## src/rtl/core_pkg.sv

```systemverilog
// Shared types and default widths for the core's memory-port arbiter.
package core_pkg;

    localparam int unsigned ARB_AW = 32;
    localparam int unsigned ARB_DW = 32;

    typedef enum logic [1:0] {
        ARB_IDLE,
        ARB_REQ,
        ARB_RSP
    } arb_state_t;

    typedef enum logic {
        OWN_IF,
        OWN_D
    } arb_owner_t;

endpackage

```

## src/rtl/arb_pick.sv

```systemverilog
// Combinational winner select between fetch and LSU requests.
// ARB_ROUND_ROBIN_EN selects alternating priority; otherwise LSU always beats IF.
module arb_pick
    import core_pkg::*;
(
    input  logic       if_req,
    input  logic       d_req,
    input  arb_owner_t last_owner,
    output logic [1:0] gnt
);

    // gnt[0] = IF wins, gnt[1] = LSU wins
    always_comb begin
        gnt = '0;
`ifdef ARB_ROUND_ROBIN_EN
        if (if_req && d_req) begin
            gnt = (last_owner == OWN_D) ? 2'b01 : 2'b10;
        end else begin
            gnt = {d_req, if_req};
        end
`else
        if (d_req) begin
            gnt = 2'b10;
        end else begin
            gnt = {1'b0, if_req};
        end
`endif
    end

`ifndef ARB_ROUND_ROBIN_EN
    logic unused_last_owner;
    assign unused_last_owner = last_owner;
`endif

endmodule

```

## src/rtl/mem_port_arbiter.sv

```systemverilog
// Shares one memory port between instruction fetch and the LSU, one transaction in flight.
// Optional ARB_ROUND_ROBIN_EN alternates priority on simultaneous requests.
module mem_port_arbiter
    import core_pkg::*;
#(
    parameter int unsigned AW = ARB_AW,
    parameter int unsigned DW = ARB_DW
) (
    input  logic            clk_i,
    input  logic            rst_i,
    input  logic            if_req_i,
    input  logic [AW-1:0]   if_addr_i,
    output logic            if_gnt_o,
    output logic            if_rvalid_o,
    output logic [DW-1:0]   if_rdata_o,
    input  logic            d_req_i,
    input  logic            d_we_i,
    input  logic [AW-1:0]   d_addr_i,
    input  logic [DW-1:0]   d_wdata_i,
    input  logic [DW/8-1:0] d_be_i,
    output logic            d_gnt_o,
    output logic            d_rvalid_o,
    output logic [DW-1:0]   d_rdata_o,
    output logic            mem_valid_o,
    input  logic            mem_ready_i,
    output logic            mem_we_o,
    output logic [AW-1:0]   mem_addr_o,
    output logic [DW-1:0]   mem_wdata_o,
    output logic [DW/8-1:0] mem_be_o,
    input  logic            mem_rvalid_i,
    input  logic [DW-1:0]   mem_rdata_i
);

    arb_state_t state;
    arb_owner_t owner;
    arb_owner_t last_owner;
    logic [1:0] pick;
    logic       idle;
    logic       rsp_done;

    arb_pick u_pick (
        .if_req     (if_req_i),
        .d_req      (d_req_i),
        .last_owner (last_owner),
        .gnt        (pick)
    );

    // Grants are combinational so an IDLE request is accepted in the same cycle.
    assign idle     = (state == ARB_IDLE) && !rst_i;
    assign if_gnt_o = idle && pick[0];
    assign d_gnt_o  = idle && pick[1];

    // A response only counts once the request has been accepted.
    assign rsp_done = mem_rvalid_i &&
                      (((state == ARB_REQ) && mem_ready_i) || (state == ARB_RSP));

`ifndef ARB_ROUND_ROBIN_EN
    assign last_owner = OWN_IF;
`endif

    always_ff @(posedge clk_i) begin
        if (rst_i) begin
            state       <= ARB_IDLE;
            owner       <= OWN_IF;
`ifdef ARB_ROUND_ROBIN_EN
            last_owner  <= OWN_IF;
`endif
            if_rvalid_o <= 1'b0;
            d_rvalid_o  <= 1'b0;
            if_rdata_o  <= '0;
            d_rdata_o   <= '0;
            mem_valid_o <= 1'b0;
            mem_we_o    <= 1'b0;
            mem_addr_o  <= '0;
            mem_wdata_o <= '0;
            mem_be_o    <= '0;
        end else begin
            if_rvalid_o <= 1'b0;
            d_rvalid_o  <= 1'b0;

            if (rsp_done) begin
                if (owner == OWN_D) begin
                    d_rdata_o  <= mem_rdata_i;
                    d_rvalid_o <= 1'b1;
                end else begin
                    if_rdata_o  <= mem_rdata_i;
                    if_rvalid_o <= 1'b1;
                end
            end

            case (state)
                ARB_IDLE: begin
                    if (d_gnt_o) begin
                        owner       <= OWN_D;
                        mem_valid_o <= 1'b1;
                        mem_we_o    <= d_we_i;
                        mem_addr_o  <= d_addr_i;
                        mem_wdata_o <= d_wdata_i;
                        mem_be_o    <= d_we_i ? d_be_i : '1;
`ifdef ARB_ROUND_ROBIN_EN
                        last_owner  <= OWN_D;
`endif
                        state       <= ARB_REQ;
                    end else if (if_gnt_o) begin
                        owner       <= OWN_IF;
                        mem_valid_o <= 1'b1;
                        mem_we_o    <= 1'b0;
                        mem_addr_o  <= if_addr_i;
                        mem_wdata_o <= '0;
                        mem_be_o    <= '1;
`ifdef ARB_ROUND_ROBIN_EN
                        last_owner  <= OWN_IF;
`endif
                        state       <= ARB_REQ;
                    end
                end
                ARB_REQ: begin
                    if (mem_ready_i) begin
                        mem_valid_o <= 1'b0;
                        state       <= mem_rvalid_i ? ARB_IDLE : ARB_RSP;
                    end
                end
                ARB_RSP: begin
                    if (mem_rvalid_i) begin
                        state <= ARB_IDLE;
                    end
                end
                default: state <= ARB_IDLE;
            endcase
        end
    end

endmodule

```

## config.mk

```make
export PLATFORM = sky130hd
export DESIGN_NAME = mem_port_arbiter
export DESIGN_NICKNAME = d
export VERILOG_FILES = /design/src/rtl/core_pkg.sv /design/src/rtl/arb_pick.sv /design/src/rtl/mem_port_arbiter.sv
export SDC_FILE = /design/constraint.sdc
export NUM_CORES = 1
export LEC_CHECK = 0
export BUFFER_PORTS_ARGS = -buffer_cell sky130_fd_sc_hd__clkbuf_2
export CORE_MARGIN = 2
export CORE_UTILIZATION = 40
export DETAILED_ROUTE_END_ITERATION = 6
export PLACE_DENSITY = 0.82
export SLEW_MARGIN = 30
export SYNTH_ARGS = -nofsm -noshare
export SYNTH_HDL_FRONTEND = slang
export SYNTH_HIERARCHICAL = 1
export SYNTH_SLANG_ARGS = --single-unit
```

## constraint.sdc

```tcl
create_clock -name clk_i -period 1.7 [get_ports clk_i]
set_input_delay 0.17 -clock clk_i [delete_from_list [all_inputs] [get_ports clk_i]]
set_output_delay 0.17 -clock clk_i [all_outputs]
set_load 0.1 [all_outputs]
```

After elaboration in Yosys (flattened, before gate mapping)
Index checks and enable logic that the tools add are counted.
Storage, ports and cells
  flip-flop bits (word level): 139
  input bits: 139
  output and inout port bits: 138
Cells by class
  equality and inequality tests: 5
  muxes and demuxes: 23
  bitwise operators: 2
  reductions and logical operators: 16
Operators by type and width (number)
  32-bit two-way mux: 4
  2-bit two-way mux: 6
  4-bit two-way mux: 3
  1-bit two-way mux: 8
  2-bit one-hot mux with 3 select lines: 1
  2-bit AND reduction: 3
  3-bit AND reduction: 2
  1-bit logical AND: 5
  2-bit inequality test (second input constant): 2
  2-bit nonzero test: 2
  3-bit inequality test (second input constant): 1
  2-bit by 1-bit == test with 1-bit output (second input constant): 1
  2-bit == test (second input constant): 1
  2-bit logical NOT: 1
  1-bit inverter: 2
  1-bit one-hot mux with 2 select lines: 1
  2-bit OR reduction: 1
  1-bit logical NOT: 1
  1-bit logical OR: 1

Depth between registers and ports, before layout
  word-level depth: 6
  mapped depth: 8
  depth with buffers taken out: 4

Cells and area by module
Netlist, hierarchy kept.
Modules (own cells, without submodules)
  mem_port_arbiter: instances 1, cells each 610, area each 5424.0 um^2, sequential area each 2782.7 um^2
  arb_pick: instances 1, cells each 2, area each 21.3 um^2, sequential area each 0.0 um^2

Least setup slack after synthesis
OpenSTA, ideal clock, no wires.
  path type: flip-flop to flip-flop
  from: register state[1]
  to: register mem_wdata_o[22]
  setup time: 0.071 ns
  arrival time: 1.856 ns
  required time: 1.629 ns
  slack: -0.227 ns
  stages on the path, launching flop included: 8
  buffers on the path: 3
  period minus slack after synthesis: 1.927 ns
  path through: dfxtp_1 or4b_4 buf_6 clkinv_2 buf_6 buf_2 nand2_1 a21oi_1
On the way
  word-level cells in the longest chain between the ends: 5
  elaborated cells between the ends (all ways): 7
RTL lines
  start, declared: RTL line mem_port_arbiter.sv:34  | arb_state_t state;
  start signal, assigned: RTL line mem_port_arbiter.sv:120  | state <= mem_rvalid_i ? ARB_IDLE : ARB_RSP;
  2-bit logical NOT *: RTL line mem_port_arbiter.sv:49  | assign idle = (state == ARB_IDLE) && !rst_i;
  1-bit logical AND *: RTL line mem_port_arbiter.sv:49
  1-bit logical AND *: RTL line mem_port_arbiter.sv:51  | assign d_gnt_o = idle && pick[1];
  named net d_gnt_o: RTL line mem_port_arbiter.sv:21  | output logic d_gnt_o,
  2-bit nonzero test (no source line)
  2-bit AND reduction (no source line)
  end signal, assigned: RTL line mem_port_arbiter.sv:98  | mem_wdata_o <= d_wdata_i;
  end, declared: RTL line mem_port_arbiter.sv:28  | output logic [DW-1:0] mem_wdata_o,
Mark *: on every way through the listed nets, which the timed path passes. The rest lies on a longest branch.
A chain may end at the register's enable or synchronous reset.

Final worst setup path
  from: register state[0]
  to: register mem_addr_o[10]
On the way
  word-level cells in the longest chain between the ends: 5
  elaborated cells between the ends (all ways): 7
RTL lines
  2-bit logical NOT *: RTL line mem_port_arbiter.sv:49, mem_port_arbiter.sv:91
  1-bit logical AND: RTL line mem_port_arbiter.sv:49
  1-bit logical AND (on tied branches): RTL line mem_port_arbiter.sv:50, mem_port_arbiter.sv:51
  2-bit nonzero test (no source line)
  2-bit AND reduction (no source line)
  end signal, assigned: RTL line mem_port_arbiter.sv:97  | mem_addr_o <= d_addr_i;
  end signal, assigned: RTL line mem_port_arbiter.sv:108  | mem_addr_o <= if_addr_i;
  end, declared: RTL line mem_port_arbiter.sv:27  | output logic [AW-1:0] mem_addr_o,
Every way passes the cells marked *; elsewhere a longest branch is shown, timed or not.

==> metrics <==
RSZ-0062 raised after global routing=yes; Final min period=1.794 ns; final-layout fill cell count=1,052; reg2reg start=state[0]; internal reg-to-reg setup slack=-0.09 ns; yosys warns=6; die height=roughly 120 um; Die ar.=14,550 sq um; final hold violations=0; critical path, cell by cell=or4b_4 -> clkinv_4 -> buf_4 -> clkbuf_16 -> nand2_1 -> a311oi_1; Num CTS Buffers=17; RePlAce Congestion=0.8224; R2R depth=6; Avg Cell Area, Syn=8.906 sq um; Place WS=about 0.058 ns; Reg area=2784 sq um; diode count=0; final worst slack=-0.09436 ns; achievable clock frequency=557.3 MHz; Util after Layout=0.6433; DR vias/cell=5.164; wire per inst=16.48 um; drt first pass iters=6; Pwr per Cell Area=approximately 1100 nW/um^2; P&R area growth vs syn=56.56%; clock transition at the registers of the reported paths=roughly 0.060 ns; Final Instance Area=around 8500 sq um; Clock Sinks=around 140; max_cap viols=0; reg-to-reg critical path endpoint=mem_addr_o[10]; Core Region=13,240 sq um; peak supply drop=roughly 660 uV; largest net degree at the start of global routing=51; Slew Viols, Final=0; Syn Nets=750; Final setup viols=13; # DRC=0; status=finished with violations; post-layout net count=1,086; CTS H-tree lvls=4; CP endpoint kind=register; setup TNS=-0.3885 ns; initial antenna violation count=1; Leak Pwr=0.003982 uW; Initial Util=0.4109; Hold WS=0.009025 ns; CTS tree=done; ANT nets after route=0; Vias=just under 6,000; Gate Count Post-Synth=611; initial drt markers=400; Worst Setup EP=mem_addr_o[10]; HP Class=primary input to register; CP Max Fanout=10; Port Buffer Count=approximately 280; Worst EP arrival=2.10 ns; Cell Area, Placed=7121 sq um; clk buf depth=2; root buffer cell=clkbuf_16; Syn Std Cell Area=5441 sq um; CP max stage cell=or4b_4; overall global routing resource usage=0.2457; worst endpoint required time=2.01 ns; Final Cycle Share=1.056; multi-input logic area=2487 sq um; number of global-route vias before repair=a little under 6,000; CP startpoint kind=register; Max-Slew Margin vs Limit=0.6127; Total Wirelength=18,720 um; fraction of layout cells with a size suffix above 1=0.3906; I/O pin total=277; critical path type=register to register; Setup Skew=0.008606 ns; dpl hpwl=11,330 um; clk_lat worst skew=0.42 ns; chip width=120.6 um; slowest stage delay, CP=0.53 ns; Worst Tran Pin Value=0.5809 ns; failing checks=setup timing; Critical path origin=state[0]; first-pass GRT wire length=28,220 um; GRT overflow=0; num rows=42
==> sequential cells by signal, summed over array words and instances (netlist names) <==
register / flops
d_rdata_o: 32
if_rdata_o: 32
mem_addr_o: 32
mem_wdata_o: 32
mem_be_o: 4
state: 2
d_rvalid_o: 1
if_rvalid_o: 1
mem_valid_o: 1
mem_we_o: 1
owner: 1
==> through the flow <==
step / instances / total power (uW)
after CTS: 1131 / 9264
after global routing: 1136 / 9621
after detailed placement: 1031 / 5763
after global placement: 1031 / 5740
after floorplan: 611 / 5242
final: 1136 / 9314
==> power breakdown <==
group	total, uW	switching [uW]	internal (uW)
sequential	3520	92.0	3430
combinational	2420	1780	634
clock	3380	1410	1970
==> layer usage <==
layer  GRT usage  up-vias  share of wire
met3     0.07972       73          0.096
met5           0        -        0.00053
met2      0.4188      340           0.49
met4      0.1446        2          0.045
met1      0.2656     2687           0.37
li1            -     2764              -
==> timing repair <==
| item | 4_1_cts | 5_1_grt |
|---|---|---|
| pin swaps | 9 | 1 |
| cloned | 1 | 3 |
| hold buffers | 65 | 0 |
| endpoints found under the hold margin | 62 | 0 |
| setup endpoints to repair | 2 | 47 |
| setup buffers | 2 | 2 |
| gates resized for setup | 5 | 14 |
==> area by class of cell <==
cell class                 instances  share of cell area
clock inverter                    11            0.008224
inverter                           2            0.001469
multi-input combinational        415              0.2920
tap                              176             0.02585
timing repair buffer             372              0.2905
sequential                       139              0.3268
clock buffer                      21             0.05522
==> worst max-delay path: cells and delay by family (launching register included) <==
family / cells / cell delay (ns)
and+or+nand+nor: 2 / 0.60
buffers and inverters: 3 / 0.45
DFF: 1 / 0.32
AOI/OAI and AO/OA: 1 / 0.32
==> cells in the final DEF, fill, tap and decap left out, types with 2 or more instances in the layout <==
master / instances
buf_6: 2
nor2_1: 2
dlygate4sd3_1: 65
nand2_1: 195
clkbuf_16: 19
a311oi_1: 15
mux2i_1: 64
buf_4: 17
clkbuf_8: 3
buf_12: 11
dfxtp_1: 138
o221a_2: 4
clkinvlp_4: 3
clkinv_2: 6
clkinv_4: 2
a311oi_2: 17
a21oi_1: 65
o21ai_1: 5
o21ai_0: 29
clkbuf_2: 273
==> worst min-delay path by stage <==
stage	start	to	slack, ns	cells past startpoint
2_1_floorplan	mem_rvalid_i	state[1]	0.25	1
3_3_place_gp	mem_rvalid_i	state[1]	0.38	2
3_5_place_dp	mem_rvalid_i	state[1]	0.38	2
4_1_cts	d_addr_i[11]	mem_addr_o[11]	0.0002	3
5_1_grt	mem_rdata_i[9]	if_rdata_o[9]	0.01	3
6_report	mem_rdata_i[17]	if_rdata_o[17]	0.009	3
Power figures use the tool's default switching activity.
